**src/rtl/counter_pkg.sv**
```systemverilog
// Shared definitions for the counter family: width helper, mode constants and
// the elaboration-time parameter check reused by the counter benches.
package counter_pkg;

  localparam int CNT_WRAP = 0;
  localparam int CNT_SAT  = 1;

  function automatic int clog2(input int v);
    int r;
    int x;
    r = 0;
    x = v - 1;
    while (x > 0) begin
      r++;
      x = x >> 1;
    end
    return r;
  endfunction

endpackage

`ifndef COUNTER_CHECK_PARAMS
`define COUNTER_CHECK_PARAMS(sz, md, ps, st) \
  if ((md) < 2 || (md) > (2 ** (sz)) || (ps) < 1 || (ps) > 256 || \
      ((st) != CNT_WRAP && (st) != CNT_SAT)) begin : g_bad_params \
    $error("counter: illegal parameter combination"); \
  end
`endif

```
**src/rtl/counter_prescaler.sv**
```systemverilog
// Enable-gated prescaler: emits a step strobe on every Prescale-th enabled cycle.
module counter_prescaler
  import counter_pkg::*;
#(
  parameter int Prescale = 1
) (
  input  logic clock,
  input  logic reset,
  input  logic enable,
  input  logic restart,
  output logic step
);

  localparam int PW = (clog2(Prescale) > 1) ? clog2(Prescale) : 1;
  localparam logic [PW-1:0] LAST = PW'(Prescale - 1);

  logic [PW-1:0] phase;

  // restart (a load) suppresses the step so the load wins on a shared edge
  assign step = enable && !restart && (phase == LAST);

  always_ff @(posedge clock) begin
    if (reset || restart)
      phase <= '0;
    else if (enable)
      phase <= step ? '0 : phase + 1'b1;
  end

endmodule

```
**src/rtl/updown_mod_counter.sv**
```systemverilog
// Up/down modulo counter with parallel load, optional saturation, prescaled
// stepping, a boundary pulse and sticky overflow/underflow flags.
module updown_mod_counter
  import counter_pkg::*;
#(
  parameter int Size     = 5,
  parameter int Modulus  = 2 ** Size,
  parameter int Prescale = 1,
  parameter int Saturate = CNT_WRAP
) (
  input  logic            clock,
  input  logic            reset,
  input  logic            enable,
  input  logic            up,
  input  logic            load,
  input  logic [Size-1:0] load_value,
  input  logic            clear_flag,
  output logic [Size-1:0] count,
  output logic            tick,
  output logic            wrap,
  output logic            overflow,
  output logic            underflow
);

  `COUNTER_CHECK_PARAMS(Size, Modulus, Prescale, Saturate)

  // One extra bit so Modulus == 2**Size compares without truncation
  localparam int W = Size + 1;
  localparam logic [W-1:0] MAXV = W'(Modulus - 1);
  localparam bit SAT = (Saturate == CNT_SAT);

  logic         step;
  logic [W-1:0] cnt_x, ld_x, ld_c, nxt_x;
  logic         bnd_up, bnd_dn;
  logic         unused_msb;

  counter_prescaler #(.Prescale(Prescale)) u_pre (
    .clock   (clock),
    .reset   (reset),
    .enable  (enable),
    .restart (load),
    .step    (step)
  );

  assign cnt_x = {1'b0, count};
  assign ld_x  = {1'b0, load_value};
  assign ld_c  = (ld_x > MAXV) ? MAXV : ld_x;

  always_comb begin
    nxt_x  = cnt_x;
    bnd_up = 1'b0;
    bnd_dn = 1'b0;
    if (up) begin
      if (cnt_x == MAXV) begin
        bnd_up = 1'b1;
        nxt_x  = SAT ? MAXV : '0;
      end else begin
        nxt_x = cnt_x + 1'b1;
      end
    end else begin
      if (cnt_x == '0) begin
        bnd_dn = 1'b1;
        nxt_x  = SAT ? '0 : MAXV;
      end else begin
        nxt_x = cnt_x - 1'b1;
      end
    end
  end

  // Result never exceeds MAXV, so the top bit is always zero
  assign unused_msb = nxt_x[Size] ^ ld_c[Size];

  always_ff @(posedge clock) begin
    if (reset) begin
      count     <= '0;
      tick      <= 1'b0;
      wrap      <= 1'b0;
      overflow  <= 1'b0;
      underflow <= 1'b0;
    end else if (load) begin
      count     <= ld_c[Size-1:0];
      tick      <= 1'b0;
      wrap      <= 1'b0;
      overflow  <= overflow & ~clear_flag;
      underflow <= underflow & ~clear_flag;
    end else begin
      if (step)
        count <= nxt_x[Size-1:0];
      tick      <= step;
      wrap      <= step & (bnd_up | bnd_dn);
      // a set on the same edge as clear_flag wins
      overflow  <= (step & bnd_up) | (overflow & ~clear_flag);
      underflow <= (step & bnd_dn) | (underflow & ~clear_flag);
    end
  end

endmodule
```
**config.mk**
```make
export PLATFORM = sky130hd
export DESIGN_NAME = updown_mod_counter
export DESIGN_NICKNAME = d
export VERILOG_FILES = /design/src/rtl/counter_pkg.sv /design/src/rtl/counter_prescaler.sv /design/src/rtl/updown_mod_counter.sv
export SDC_FILE = /design/constraint.sdc
export NUM_CORES = 1
export LEC_CHECK = 0
export CELL_PAD_IN_SITES_DETAIL_PLACEMENT = 0
export CELL_PAD_IN_SITES_GLOBAL_PLACEMENT = 1
export CORE_MARGIN = 8
export CORE_UTILIZATION = 45
export CTS_CLUSTER_DIAMETER = 150
export DETAILED_ROUTE_END_ITERATION = 8
export DONT_BUFFER_PORTS = 1
export PLACE_DENSITY = 0.79
export SLEW_MARGIN = 20
export SYNTH_ARGS = -nofsm -noshare
export SYNTH_HDL_FRONTEND = slang
export SYNTH_SLANG_ARGS = --single-unit
```
**constraint.sdc**
```tcl
create_clock -name clock -period 5.15 [get_ports clock]
set_input_delay 0.515 -clock clock [delete_from_list [all_inputs] [get_ports clock]]
set_output_delay 0.515 -clock clock [all_outputs]
set_load 0.01 [all_outputs]
```
Yosys cells after proc, flatten, opt, wreduce, memory -nomap -nowiden
Index checks and enable logic that the tools add are counted.

Register bits: 10. Output and inout bits: 9. Word-level logic and storage cells: 41.

$add $sub $neg: 3. Magnitude comparators: 1. Eq/ne operators: 1. Multiplexer cells: 13. Bitwise gates (word level): 10. Reductions and logical operators: 7.

Operators with widths (count): 5-bit 2-to-1 mux (6); 1-bit 2-to-1 mux (7); 6-bit zero test (1); 5-bit by 1-bit adder with 5-bit output, second input constant (1); 1-bit bitwise AND (5); 5-bit == test, second input constant (1); 5-bit greater-than comparator, second input constant (1); 5-bit by 1-bit subtractor with 5-bit output, second input constant (1); 1-bit bitwise OR (3); 1-bit logical AND (2); 1-bit inverter (2); 2-bit nonzero test (1); 2-bit OR reduction (1); 1-bit adder, second input constant (1); 1-bit zero test (1); 1-bit logical OR (1).

Longest topological paths before layout
Depth in word-level cells: 6. Mapped depth: 7. Depth with buffers taken out: 7.

Modules after synthesis
Synthesis repeated with hierarchy kept, for this count alone.

Cells, all modules: 75. Area total of the unflattened synthesis: 633.1 um^2.

By module, submodules not included: updown_mod_counter (times used 1, cells each 72, area an instance 585.6 um^2); counter_prescaler (times used 1, cells each 3, area an instance 47.5 um^2).

Least setup slack after synthesis
Ideal clock, no wire load.

Path kind: reg2reg. Start point: reg count[0]. End point: reg count[2]. Data arrival time: 1.598 ns. Data required time: 5.055 ns. Path slack: 3.457 ns. Stages on the path, launching flop included: 7. Path buffers: 0. Clock period less this slack: 1.693 ns. Cells stage by stage: dfxtp_1 > ha_1 > and3_1 > ha_1 > nand3b_1 > a211o_1 > a221oi_1.

Cells in the longest elaborated chain, start to end: 5.

RTL lines: from (decl) (line updown_mod_counter.sv:18) `output logic [Size-1:0] count,`; from (signal assigned) (line updown_mod_counter.sv:81) `count <= ld_c[Size-1:0];`; from (signal assigned) (line updown_mod_counter.sv:88) `count <= nxt_x[Size-1:0];`; 5-bit by 1-bit subtractor with 5-bit output, or another cell as far along (line updown_mod_counter.sv:65) `nxt_x = cnt_x - 1'b1;`; 5-bit 2-to-1 mux (on tied branches) (line updown_mod_counter.sv:61, updown_mod_counter.sv:54); 5-bit 2-to-1 mux * (line updown_mod_counter.sv:53) `if (up) begin`; 5-bit 2-to-1 mux * (line updown_mod_counter.sv:87) `if (step)`; 5-bit 2-to-1 mux * (line updown_mod_counter.sv:80) `end else if (load) begin`.

Mark *: on every way between the ends. The rest lies on a longest branch, timed or not. The select of a mux whose other input is x is not followed. A chain may end at the register's enable or synchronous reset.

Worst setup path after layout
Same ends and word-level chain as after synthesis.

==> summary.md <==
| Metric | Value |
|---|---|
| Outcome | `complete, no violations` |
| Area leader, netlist | `dfxtp_1` |
| Fin crit share | `35.4%` |
| Worst-skew pair later-pin latency | `0.26 ns` |
| Data required time of the worst path | `5.31 ns` |
| Utilization after layout | `49.4%` |
| Clk root buf | `clkbuf_4` |
| Worst min path class | `in -> reg` |
| # fillers | `135` |
| Final setup fails | `0` |
| Global-route wire length before repair | `2.21 mm` |
| Drt pass-1 iters | `4` |
| Worst slew margin | `72.6%` |
| Critical Path End Type | `flop` |
| Synth Flop Type | `dfxtp_1` |
| # rows | `13` |
| Post-DP HPWL | `1.05 mm` |
| Switching share of power | `27.0%` |
| Slew Limit Fails | `0` |
| Final nets | `a little under 90` |
| Reg power frac | `53.6%` |
| Drt wl/cell | `16.0 um` |
| Maximum VDD drop | `127 uV` |
| Commonest non-fill, non-tap cell in the layout | `dfxtp_1` |
| Static Leak | `0.240 nW` |
| Crit-path max cell delay | `0.38 ns` |
| Delay-heaviest family, CP | `adder cells` |
| Cells along the critical path | `ha_1, and3_1, ha_1, nand3b_1, a211o_1, a221oi_1` |
| Clock network fraction of total power | `a little under a third` |
| Vias in the first global route | `463` |
| Mapped Nets | `87` |
| P_sw | `44.9 uW` |
| Maxcap violations | `0` |
| Post-CTS Repair Setup Buffers | `0` |
| Post_cts resized | `0` |
| Post-Route Setup TNS | `0 ns` |
| CTS H-tree lvls | `1` |
| Vias | `506` |
| Most frequent cells in the layout | `dfxtp_1, a21oi_1, nor2_1, inv_1, ha_1` |
| Synthesized flop and latch total | `10` |
| Port Buffers | `0` |
| Io pins | `20` |
| Ranking of synthesized cells by area | `dfxtp_1, ha_1, a21oi_1` |
| RSZ-0062 raised after global routing | `no` |
| Fmax | `548 MHz` |
| PwrDens | `266 nW/um^2` |
| Post-Route WL | `1.37 mm` |
| Worst-path fanout max | `6` |
| Cts hold-fix bufs | `0` |
| Via density per instance | `5.88` |
| CTS max path bufs | `2` |
| Cells after Synth | `72` |
| CP dominant cell by count | `ha_1` |
| Total CTS buffers | `3` |
| FFs w/ async S/R, synth | `0%` |
| Core area | `1270 sq um` |
| Final hold violation count | `0` |
| Die Wd | `52.6 um` |
| Initial antenna violation count | `0` |
| Post-synthesis sequential area ratio | `around a third` |
| Routed Antenna Nets | `0` |
| Iter 0 DRT Violations | `7` |
| Area grow syn2layout | `3.94%` |
| Placed insts | `83` |
| Post-synth cell types | `30` |
| Syn Area/Cell | `8.38 sq um` |
| Effective utilization at floorplan | `47.5%` |
| Critical Path AT | `about 2.0 ns` |
| GR Util All Layers | `10.9%` |
| Die Y-Extent | `approximately 53 um` |
| Setup slack, reg-to-reg | `between 3 and 4 ns` |
| Synth warnings | `0` |
| Final hold slack | `about 0.32 ns` |
| Post-synth EDFFs | `0` |
| Slowest CP cell | `dfxtp_1` |
| Full die area | `roughly 2800 sq um` |
| Setup CP Type | `reg -> reg` |
| Startpoint Class | `flop` |
| Clk sinks | `10` |
| Area share of the largest cell type after synthesis | `33.2%` |
| Skew final | `0.00559 ns` |
| CTS tree | `built` |
| Worst Path Buf+Inv | `0` |
| Residual DRC | `0` |
| Min Tclk post-route | `1.82 ns` |
| # diodes | `0` |
| Post-Layout Cell Count | `86` |
| Worst-Margin Slew | `0.411 ns` |
| Pint | `122 uW` |
| GRT overflow | `0` |
| Largest net degree at the start of global routing | `16` |
| Layout cells sized above 1 | `8.45%` |
| Clk slew on worst S/H paths | `around 0.060 ns` |
| Combinational power share | `~16%` |
| GP Congestion | `between 0.8 and 0.9` |
| Synth Cell Area | `a little over 600 sq um` |
-- power groups by stage --
stage / clock network [mW] / logic (mW) / registers, mW
3_5_place_dp: 0 / 0.0271 / 0.0913
2_1_floorplan: 0 / 0.0266 / 0.0894
6_report: 0.0502 / 0.0270 / 0.0894
3_3_place_gp: 0 / 0.0270 / 0.0912
4_1_cts: 0.0531 / 0.0273 / 0.0895
5_1_grt: 0.0577 / 0.0311 / 0.0902
-- per-stage QoR --
| step | power [mW] | worst slack (ns) | cell area [sq um] |
|---|---|---|---|
| 3_3_place_gp | 0.118 | 3.38 | 604 |
| 4_1_cts | 0.170 | 3.33 | 627 |
| 3_5_place_dp | 0.118 | 3.36 | 604 |
| 5_1_grt | 0.179 | 3.20 | 627 |
| 2_1_floorplan | 0.116 | 3.46 | 603 |
| 6_report | 0.167 | 3.33 | 627 |
-- cell usage after synthesis, types with 2 or more instances --
cell type and instances:
a21oi_1 7, dfxtp_1 10, nor2b_1 2, xnor2_1 2, ha_1 4, nor3_1 3, nand3_1 2, clkbuf_1 2
nor2_1 6, o211ai_1 2, nand2_1 2, nand3b_1 3, o21ai_0 3, nand2b_1 2, a22oi_1 2, buf_2 2
inv_1 5
-- cells by family (layout without fill, tap and decap cells) --
group                    Yosys count  in the layout  synth area share [%]
AND/OR/NAND/NOR                   25             25                  25.1
AO/OA/AOI/OAI                     21             21                  23.0
flip-flops                        10             10                  33.2
adder cells (fa/ha/maj)            4              4                  8.30
XOR/XNOR                           3              3                  4.36
buffers and inverters              9              8                  6.02
-- routing by layer --
metal / up-vias / part of all wire, % / track usage, %
li1: 260 / - / -
met1: 224 / 45 / 12.1
met2: 20 / 43 / 16.2
met3: 2 / 11 / 8.24
met4: 0 / 0.44 / 2.59
met5: - / 0 / 0
-- worst reg2reg max path: stages, from the launching register on --
cell,delay (ns)
dfxtp_1,0.38
ha_1,0.26
and3_1,0.21
ha_1,0.23
nand3b_1,0.17
a211o_1,0.25
a221oi_1,0.22
-- final timing paths --
check | from | endpoint | cells past startpoint
hold reg to reg | u_pre.phase$_SDFFE_PP0P_ | u_pre.phase$_SDFFE_PP0P_ | 1
setup reg to reg | count[0]$_SDFFE_PP0P_ | count[2]$_SDFFE_PP0P_ | 6
setup / recovery | count[0]$_SDFFE_PP0P_ | count[2]$_SDFFE_PP0P_ | 6
hold / removal | reset | count[4]$_SDFFE_PP0P_ | 1
-- final cells by class --
cell class                      instances  area [sq um]  share of cell area, %
Clock buffer                            3          22.5                   3.59
Tap cell                               15          18.8                   2.99
Multi-Input combinational cell         53           367                   58.5
Inverter                                5          18.8                   2.99
Sequential cell                        10           200                   31.9
-- sequential cells by signal, summed over array words and instances (netlist names) --
signal       count
underflow        1
count            5
tick             1
u_pre.phase      1
wrap             1
overflow         1
Note: power is estimated with default switching activity, not from simulation.
